$ cat config.mk
export PLATFORM = sky130hd
export DESIGN_NAME = rtc_alarm_bank
export DESIGN_NICKNAME = d
export VERILOG_FILES = /design/src/rtl/rtc_pkg.sv /design/src/rtl/rtc_alarm_slot.sv /design/src/rtl/rtc_alarm_bank.sv
export SDC_FILE = /design/constraint.sdc
export NUM_CORES = 1
export LEC_CHECK = 0
export BUFFER_PORTS_ARGS = -buffer_cell sky130_fd_sc_hd__clkbuf_2
export CORE_MARGIN = 1
export CORE_UTILIZATION = 40
export CTS_CLUSTER_DIAMETER = 100
export DETAILED_ROUTE_END_ITERATION = 12
export GPL_TIMING_DRIVEN = 0
export SLEW_MARGIN = 20
export SYNTH_ARGS = -nofsm -noshare
export SYNTH_HDL_FRONTEND = slang
export SYNTH_SLANG_ARGS = --single-unit
$ cat constraint.sdc
create_clock -name clk -period 4.5 [get_ports clk]
set_input_delay 0.45 -clock clk [delete_from_list [all_inputs] [get_ports clk]]
set_output_delay 0.45 -clock clk [all_outputs]
set_load 0.02 [all_outputs]
$ cat src/rtl/rtc_pkg.sv
// rtc_pkg: shared types and helpers for the BCD time-of-day clock.
//   bcd_t       : one 4-bit BCD digit
//   hhmm_t      : packed {hour_t, hour_u, min_t, min_u}, the same layout as the wr_data[15:0] field
//   hhmm_valid(): true when the value is a legal 24 h HH:MM in BCD
package rtc_pkg;

  typedef logic [3:0] bcd_t;

  typedef struct packed {
    bcd_t hour_t;
    bcd_t hour_u;
    bcd_t min_t;
    bcd_t min_u;
  } hhmm_t;

  localparam bcd_t MAX_HOUR_T      = 4'd2;
  localparam bcd_t MAX_HOUR_U_AT_2 = 4'd3;
  localparam bcd_t MAX_MIN_T       = 4'd5;

  function automatic logic hhmm_valid(input hhmm_t v);
    logic ok;
    ok = (v.hour_t <= MAX_HOUR_T) && (v.hour_u <= 4'd9) &&
         (v.min_t <= MAX_MIN_T) && (v.min_u <= 4'd9);
    // Once the tens digit is 2, the units digit is limited to 0-3.
    if ((v.hour_t == MAX_HOUR_T) && (v.hour_u > MAX_HOUR_U_AT_2)) begin
      ok = 1'b0;
    end
    return ok;
  endfunction

endpackage

$ cat src/rtl/rtc_alarm_slot.sv
// rtc_alarm_slot: one HH:MM alarm slot, holding the alarm time, the enable, the pending flag and a ring timeout counter.
//   clk, resetn      : clock and asynchronous active-low reset
//   wr_i             : load wr_hhmm_i / wr_enable_i into this slot
//   tick_i           : second advance that actually took effect
//   next_hhmm_i      : HH:MM that the time counter shows after this tick
//   next_sec_zero_i  : the seconds after this tick are 00
//   ack_i            : clear pending and the ring counter
//   pending_o        : ringing flag
module rtc_alarm_slot
  import rtc_pkg::*;
#(
  parameter int RING_SECS = 60
) (
  input  logic  clk,
  input  logic  resetn,
  input  logic  wr_i,
  input  hhmm_t wr_hhmm_i,
  input  logic  wr_enable_i,
  input  logic  tick_i,
  input  hhmm_t next_hhmm_i,
  input  logic  next_sec_zero_i,
  input  logic  ack_i,
  output logic  pending_o
);

  localparam int RW = (RING_SECS > 0) ? $clog2(RING_SECS + 1) : 1;

  hhmm_t         hhmm_q, hhmm_d;
  logic          enable_q, enable_d;
  logic          pending_q, pending_d;
  logic [RW-1:0] ring_q, ring_d;
  logic          fire;

  // The compare uses the registered slot value, so a write landing in the
  // same cycle as the tick does not affect this tick's fire decision.
  assign fire = tick_i && next_sec_zero_i && enable_q && (next_hhmm_i == hhmm_q);

  always_comb begin
    hhmm_d    = hhmm_q;
    enable_d  = enable_q;
    pending_d = pending_q;
    ring_d    = ring_q;
    if (wr_i) begin
      hhmm_d   = wr_hhmm_i;
      enable_d = wr_enable_i;
    end
    if (fire) begin
      pending_d = 1'b1;
      ring_d    = RW'(RING_SECS);
    end else if (ack_i) begin
      pending_d = 1'b0;
      ring_d    = '0;
    end else if (tick_i && pending_q && (ring_q != '0)) begin
      // A zero counter never decrements, so RING_SECS = 0 rings until ack.
      ring_d = ring_q - RW'(1);
      if (ring_q == RW'(1)) begin
        pending_d = 1'b0;
      end
    end
  end

  always_ff @(posedge clk or negedge resetn) begin
    if (!resetn) begin
      hhmm_q    <= '0;
      enable_q  <= 1'b0;
      pending_q <= 1'b0;
      ring_q    <= '0;
    end else begin
      hhmm_q    <= hhmm_d;
      enable_q  <= enable_d;
      pending_q <= pending_d;
      ring_q    <= ring_d;
    end
  end

  assign pending_o = pending_q;

endmodule

$ cat src/rtl/rtc_alarm_bank.sv
// rtc_alarm_bank: BCD 24 h time-of-day clock with a bank of HH:MM alarms.
//   clk, resetn              : clock and asynchronous active-low reset
//   wr_en/wr_addr/wr_data    : register write (addr 0 = time, k = alarm slot k-1; wr_data[16] = enable)
//   wr_err                   : one-cycle pulse after a rejected write
//   ack                      : per-slot clear of alarm_pending
//   hour_t..sec_u            : current time, BCD digits
//   sec_tick                 : one-cycle pulse on every second advance
//   alarm_pending            : per-slot ringing flags
module rtc_alarm_bank
  import rtc_pkg::*;
#(
  parameter  int TICK_DIV  = 50_000_000,
  parameter  int N_ALARMS  = 4,
  parameter  int RING_SECS = 60,
  localparam int AW        = $clog2(N_ALARMS + 1)
) (
  input  logic                clk,
  input  logic                resetn,
  input  logic                wr_en,
  input  logic [AW-1:0]       wr_addr,
  input  logic [16:0]         wr_data,
  output logic                wr_err,
  input  logic [N_ALARMS-1:0] ack,
  output logic [3:0]          hour_t,
  output logic [3:0]          hour_u,
  output logic [3:0]          min_t,
  output logic [3:0]          min_u,
  output logic [3:0]          sec_t,
  output logic [3:0]          sec_u,
  output logic                sec_tick,
  output logic [N_ALARMS-1:0] alarm_pending
);

  localparam int DW = $clog2(TICK_DIV);

  logic [DW-1:0] div_q, div_d;
  hhmm_t         hhmm_q, hhmm_d;
  bcd_t          sec_t_q, sec_t_d, sec_u_q, sec_u_d;
  logic          sec_tick_q, sec_tick_d;
  logic          wr_err_q, wr_err_d;

  hhmm_t adv_hhmm;
  bcd_t  adv_sec_t, adv_sec_u;
  hhmm_t wr_hhmm;
  logic  wr_valid, time_wr, wrap, tick_eff;

  assign wr_hhmm  = hhmm_t'(wr_data[15:0]);
  assign wr_valid = hhmm_valid(wr_hhmm) && (wr_addr <= AW'(N_ALARMS));
  assign time_wr  = wr_en && wr_valid && (wr_addr == '0);
  assign wrap     = (div_q == DW'(TICK_DIV - 1));
  // A time write in the wrap cycle swallows that second entirely.
  assign tick_eff = wrap && !time_wr;

  // Time one second after the current value, with BCD carries.
  always_comb begin
    adv_hhmm  = hhmm_q;
    adv_sec_t = sec_t_q;
    adv_sec_u = sec_u_q;
    if (sec_u_q != 4'd9) begin
      adv_sec_u = sec_u_q + 4'd1;
    end else begin
      adv_sec_u = 4'd0;
      if (sec_t_q != 4'd5) begin
        adv_sec_t = sec_t_q + 4'd1;
      end else begin
        adv_sec_t = 4'd0;
        if (hhmm_q.min_u != 4'd9) begin
          adv_hhmm.min_u = hhmm_q.min_u + 4'd1;
        end else begin
          adv_hhmm.min_u = 4'd0;
          if (hhmm_q.min_t != MAX_MIN_T) begin
            adv_hhmm.min_t = hhmm_q.min_t + 4'd1;
          end else begin
            adv_hhmm.min_t = 4'd0;
            if ((hhmm_q.hour_t == MAX_HOUR_T) && (hhmm_q.hour_u == MAX_HOUR_U_AT_2)) begin
              adv_hhmm.hour_t = 4'd0;
              adv_hhmm.hour_u = 4'd0;
            end else if (hhmm_q.hour_u == 4'd9) begin
              adv_hhmm.hour_u = 4'd0;
              adv_hhmm.hour_t = hhmm_q.hour_t + 4'd1;
            end else begin
              adv_hhmm.hour_u = hhmm_q.hour_u + 4'd1;
            end
          end
        end
      end
    end
  end

  always_comb begin
    div_d      = div_q + DW'(1);
    hhmm_d     = hhmm_q;
    sec_t_d    = sec_t_q;
    sec_u_d    = sec_u_q;
    sec_tick_d = tick_eff;
    wr_err_d   = wr_en && !wr_valid;
    if (time_wr) begin
      div_d   = '0;
      hhmm_d  = wr_hhmm;
      sec_t_d = 4'd0;
      sec_u_d = 4'd0;
    end else if (wrap) begin
      div_d   = '0;
      hhmm_d  = adv_hhmm;
      sec_t_d = adv_sec_t;
      sec_u_d = adv_sec_u;
    end
  end

  always_ff @(posedge clk or negedge resetn) begin
    if (!resetn) begin
      div_q      <= '0;
      hhmm_q     <= '0;
      sec_t_q    <= '0;
      sec_u_q    <= '0;
      sec_tick_q <= 1'b0;
      wr_err_q   <= 1'b0;
    end else begin
      div_q      <= div_d;
      hhmm_q     <= hhmm_d;
      sec_t_q    <= sec_t_d;
      sec_u_q    <= sec_u_d;
      sec_tick_q <= sec_tick_d;
      wr_err_q   <= wr_err_d;
    end
  end

  generate
    for (genvar gi = 0; gi < N_ALARMS; gi++) begin : g_slot
      rtc_alarm_slot #(
        .RING_SECS(RING_SECS)
      ) u_slot (
        .clk            (clk),
        .resetn         (resetn),
        .wr_i           (wr_en && wr_valid && (wr_addr == AW'(gi + 1))),
        .wr_hhmm_i      (wr_hhmm),
        .wr_enable_i    (wr_data[16]),
        .tick_i         (tick_eff),
        .next_hhmm_i    (adv_hhmm),
        .next_sec_zero_i((adv_sec_t == 4'd0) && (adv_sec_u == 4'd0)),
        .ack_i          (ack[gi]),
        .pending_o      (alarm_pending[gi])
      );
    end
  endgenerate

  assign hour_t   = hhmm_q.hour_t;
  assign hour_u   = hhmm_q.hour_u;
  assign min_t    = hhmm_q.min_t;
  assign min_u    = hhmm_q.min_u;
  assign sec_t    = sec_t_q;
  assign sec_u    = sec_u_q;
  assign sec_tick = sec_tick_q;
  assign wr_err   = wr_err_q;

endmodule

==> impl_metrics.ini, run 1 <==
[timing]
maxSlewViolCount = 0
layout_min_cycle_time_ps = 4080
hold_violations = 0
setup_viol = 0
slew_headroom_pct = 23.0
worstMarginPinSlew_ps = 1130
finalCritPeriodShare_pct = 90.6
rsz0062_at_grt = false
clock_skew_ps = 7.29
setup_ws_ps = 425
fmax_mhz = 245

[power]
powerDensity_mw_per_mm2 = 339
ir_worst_vdd_mv = 0.213
total_power_mw = 3.34
cellLeakagePower_nw = 4.36

[logic_synthesis]
ys_warn_count = 0
synthesis.area_mm2 = 0.00856
ys_seq_elements = 148
synth_edf_count = 0
ys.flop_type = dfrtp_1
synthCells = 859
syn_avg_cell_area_um2 = 9.96
async_flop_share_pct = 100
syn-num-nets = 907
yosysSeqAreaShare_pct = 43.3
synth.distinct_cells = 69

[grt]
grt_pass1_wl_mm = 36.1
grt.total_usage_pct = 21.7
antenna_found_initial = 0
overflow = 0
grt_max_degree = 79
first_global_vias = 6493

[detailed_routing]
vias_per_cell = 5.40
drt-initial-drc-count = 423
wl_mm = 22.5
drtAntennaViolNets = 0
post-route-drc-count = 0
vias = 6621
firstDrtPassIters = 5
wire_per_inst_um = 18.4

[clocking]
htree_levels = 4
cts_sinks = 148
cts_setup_buffers = 0
numCtsBuffers = 17
clk_transition_reported_paths_ps = 60
tritoncts = yes
clk_latency_ps = 430
root_buffer = clkbuf_16
clockBufferDepth = 2

[run]
maxCapViolCount = 0

[finish]
drive_gt1_share_pct = 19.1
layout_common_cells = 148 x dfrtp_1, 87 x nor2_1, 81 x xnor2_1
area_growth_pct = 15.4
nets = 985
mostFrequentLayoutCell = dfrtp_1
antenna_cells = 0

[worst_setup_path]
cp-end-kind = flop
path_max_fanout = 9
worst_setup_path_start_kind = flop
arrival_ps = 4400
worstSetupPathType = flop to flop
required_ps = 4820

[die]
num_rows = 53
die_height_um = 148
ios = 57
coreArea_mm2 = 0.0210
die-area_mm2 = 0.0220
start_util_pct = 40.7
die_w_um = 148

[status]
outcome = completed

[worst_hold_path]
min_path_type = input port to asynchronous set/reset pin

[placed_design]
dp_hpwl_mm = 16.4
place_congestion = 0.863
place_ws_ps = 85.9
port_buffers = 54
==> critical path, cell delays in order, from the launching register on <==
cell,delay (ps)
dfrtp_1,370
clkbuf_1,190
or3b_2,470
clkbuf_1,190
or4_1,530
clkbuf_1,220
nor2_1,200
mux2i_2,510
xnor2_1,140
a211o_1,270
or4_1,630
and3b_1,240
==> final timing paths <==
path | start | end | cells past startpoint | slack (ps)
worst max register to register | sec_u[2] | g_slot[0].u_slot.ring_q[1] | 11 | 420
worst min-delay path | resetn | div_q[22] | 1 | 50
worst min register to register | div_q[0] | div_q[0] | 1 | 490
max in group asynchronous | resetn | g_slot[2].u_slot.hhmm_q[3] | 2 | 3660
worst max-delay path | sec_u[2] | g_slot[0].u_slot.ring_q[1] | 11 | 420
min in group clk | wr_data[0] | min_u[0] | 3 | 290
==> registers in the layout (all words and copies together), names as in the netlist, 4 cells and up <==
register and flops:
g_slot.u_slot.hhmm_q 64, sec_u 4, min_t 4, sec_t 4, div_q 26, hour_u 4
g_slot.u_slot.ring_q 24, g_slot.u_slot.pending_o 4, hour_t 4, min_u 4, g_slot.u_slot.enable_q 4
==> what timing repair did <==
item                                    in CTS  in global routing
endpoints found under the setup margin       0                  7
resized for setup                            0                  2
hold buffers                                 0                  0
==> metrics by stage <==
stage / hold slack (ps) / TNS [ps] / instance area (um2) / instances / utilization (%)
after floorplan: 154 / 0 / 8560 / 859 / -
after detailed placement: 489 / 0 / 9260 / 1193 / 44.0
after global placement: 478 / -4390 / 9170 / 1188 / 43.6
after CTS: 80.2 / 0 / 9860 / 1225 / 46.9
after global routing: 95.7 / 0 / 9880 / 1225 / 47.0
final: 46.6 / 0 / 9880 / 1225 / 47.0
==> layout make-up <==
type,count,area [um2]
tap,275,344
multi-input combinational,645,4610
clock inverter,14,179
inverter,28,105
fill,2017,11100
buffer,38,170
sequential,148,3700
timing repair buffer,59,332
clock buffer,18,429
==> metal layers <==
layer / GRT usage (%) / up-vias / share of wire (%)
li1: - / 3185 / -
met1: 30.7 / 3270 / 49
met2: 32.9 / 138 / 45
met3: 4.36 / 28 / 4.7
met4: 7.53 / 0 / 1.7
met5: 0 / - / 0
==> cells by family (layout without fill, tap and decap cells) <==
kind of cell / count (synthesis) / count (layout) / share of synthesized area, %
simple gates: 302 / 302 / 19.2
compound gates: 134 / 134 / 9.64
mux: 72 / 72 / 9.56
fa+ha+maj: 21 / 21 / 3.07
buf+inv: 66 / 157 / 3.22
xor+xnor: 116 / 116 / 12.1
flops: 148 / 148 / 43.3
==> cells in the mapped netlist, drive strengths merged (5+ instances only) <==
library cell | n | area (um2)
nor2b | 13 | 81.3
or3 | 12 | 75.1
nand2b | 6 | 37.5
nand2 | 46 | 173
ha | 21 | 263
or4 | 9 | 75.1
nor4 | 18 | 119
buf | 9 | 61.3
nor3 | 12 | 60.1
nand3b | 8 | 60.1
nor2 | 89 | 339
o211ai | 5 | 37.5
and3b | 9 | 78.8
xor2 | 34 | 298
dfrtp | 148 | 3700
inv | 28 | 105
clkbuf | 29 | 109
mux2i | 14 | 165
nand3 | 28 | 140
a21oi | 35 | 179
nor4b | 6 | 58.8
nand4 | 17 | 106
xnor2 | 81 | 709
o21ai | 50 | 250
mux2 | 58 | 653
==> power by group <==
group          switching, mW  leakage [nW]  internal (mW)
Clock                  0.603         0.287          0.878
Sequential            0.0794          1.91           1.40
Combinational          0.224          2.16          0.156
(Power assumes the default switching activity.)
==> run 2: changes to the inputs <==
--- a/config.mk
+++ b/config.mk
@@ -10,7 +10,9 @@
 export CORE_UTILIZATION = 40
 export CTS_CLUSTER_DIAMETER = 100
 export DETAILED_ROUTE_END_ITERATION = 12
+export GPL_ROUTABILITY_DRIVEN = 0
 export GPL_TIMING_DRIVEN = 0
+export MAX_ROUTING_LAYER = met4
 export SLEW_MARGIN = 20
 export SYNTH_ARGS = -nofsm -noshare
 export SYNTH_HDL_FRONTEND = slang
==> run 2 against run 1 <==
Sequential share of layout area unchanged. First-iteration DRC count is 4.3% lower. Sequential power about the same. Clock-buffer cell count is the same. Hold slack better by 1.3 ps. Critical path type unchanged. Critical endpoint is now g_slot[2].u_slot.ring_q[0].
==> impl_metrics.ini, run 2 (synthesis gave the netlist of run 1 again) <==
[detailed_routing]
vias = 6641
vias_per_cell = 5.42
wire_per_inst_um = 18.4
post-route-drc-count = 0
drt-initial-drc-count = 405
drtAntennaViolNets = 0
wl_mm = 22.5
firstDrtPassIters = 6

[worst_setup_path]
required_ps = 4810
arrival_ps = 4440
worst_setup_path_start_kind = flop
cp-end-kind = flop
worstSetupPathType = flop to flop
path_max_fanout = 9

[grt]
grt_pass1_wl_mm = 36.1
grt_max_degree = 79
overflow = 0
grt.total_usage_pct = 22.4
first_global_vias = 6499
antenna_found_initial = 0

[placed_design]
dp.cells = 1193
dp_hpwl_mm = 16.4
port_buffers = 54
place_ws_ps = 85.9

[timing]
slew_headroom_pct = 22.5
setup_viol = 0
setup_ws_ps = 377
fmax_mhz = 243
rsz0062_at_grt = false
worstMarginPinSlew_ps = 1130
layout_min_cycle_time_ps = 4120
finalCritPeriodShare_pct = 91.6
maxSlewViolCount = 0
hold_violations = 0
clock_skew_ps = 7.77

[power]
swShare_pct = 27.1
power_switching_mw = 0.908
clkPwrFrac_pct = 44.3
p_seq_share_pct = 44.3
intPower_mw = 2.44
powerDensity_mw_per_mm2 = 339
ir_worst_vdd_mv = 0.212
cellLeakagePower_nw = 4.36
combPwrFrac_pct = 11.4

[finish]
layout_common_cells = 148 x dfrtp_1, 87 x nor2_1, 81 x xnor2_1
mostFrequentLayoutCell = dfrtp_1
nets = 985
final_cell_count_no_fill = 1225
antenna_cells = 0
regMostFlops = g_slot.u_slot.hhmm_q
largest_reg_flops = 64
area_growth_pct = 15.4
drive_gt1_share_pct = 19.1
reg.largest.list = g_slot.u_slot.hhmm_q x64, div_q x26, g_slot.u_slot.ring_q x24

[die]
die_w_um = 148
start_util_pct = 40.7
coreArea_mm2 = 0.0210
die-area_mm2 = 0.0220
die_height_um = 148
ios = 57
num_rows = 53

[clocking]
cts_sinks = 148
numCtsBuffers = 17
tritoncts = yes
clockBufferDepth = 2
post_cts_resized = 0
htree_levels = 4
clk_latency_ps = 430
cts_setup_buffers = 0
root_buffer = clkbuf_16
clk_transition_reported_paths_ps = 60
hold_buffers = 0

[status]
outcome = completed

[run]
maxCapViolCount = 0

[worst_hold_path]
min_path_type = input port to asynchronous set/reset pin
==> run 2: cell counts in the layout (fill, tap and decap cells not counted) <==
Identical to the previous run, type by type.
==> run 2: power by group through the flow <==
stage               clock [mW]  sequential, mW  combinational (mW)
global placement             0            1.50               0.374
floorplan                    0            1.50               0.239
detailed placement           0            1.50               0.385
global route              1.56            1.49               0.427
CTS                       1.51            1.48               0.385
finish                    1.48            1.48               0.381
==> run 2: critical path, stage by stage (launching register included) <==
cell	delay (ps)
dfrtp_1	370
clkbuf_1	190
or3b_2	470
clkbuf_1	190
nor3_1	470
a211oi_1	110
nor3_1	420
nor3b_1	720
o211ai_1	300
or4_4	560
and3b_1	200
==> run 2: routing by layer <==
| metal | track usage [%] | routed length, um | up-vias | share of wire, % |
|---|---|---|---|---|
| li1 | - | - | 3186 | - |
| met5 | - | 0 | - | 0 |
| met2 | 33.0 | 10200 | 163 | 45 |
| met3 | 4.14 | 1140 | 30 | 5.1 |
| met4 | 7.53 | 375 | 0 | 1.7 |
| met1 | 30.8 | 10800 | 3262 | 48 |
==> run 2: final timing paths <==
path	start	slack, ps	cells after the start	end
max	sec_u[2]	380	10	g_slot[2].u_slot.ring_q[0]
min in group clk	wr_data[0]	300	3	min_u[0]
max reg2reg	sec_u[2]	380	10	g_slot[2].u_slot.ring_q[0]
max in group asynchronous	resetn	3660	2	g_slot[2].u_slot.hhmm_q[6]
min reg2reg	div_q[0]	490	1	div_q[0]
min	resetn	50	1	div_q[22]
==> run 2: final cells by class <==
cell class	instances	area [um2]
Clock buffer	18	429
Multi-Input combinational cell	645	4610
Buffer	38	170
Tap cell	275	344
Timing Repair Buffer	59	332
Clock inverter	14	179
Fill cell	2017	11100
Sequential cell	148	3700
Inverter	28	105
==> run 2: per-stage QoR <==
step / instance area (um2) / setup TNS, ps / utilization [%] / total power [mW] / hold WS [ps]
2_1_floorplan: 8560 / 0 / - / 1.74 / 154
3_3_place_gp: 9170 / -4390 / 43.6 / 1.88 / 478
3_5_place_dp: 9260 / 0 / 44.0 / 1.89 / 489
4_1_cts: 9860 / 0 / 46.9 / 3.38 / 80.2
5_1_grt: 9880 / 0 / 47.0 / 3.48 / 93.9
6_report: 9880 / 0 / 47.0 / 3.35 / 47.9
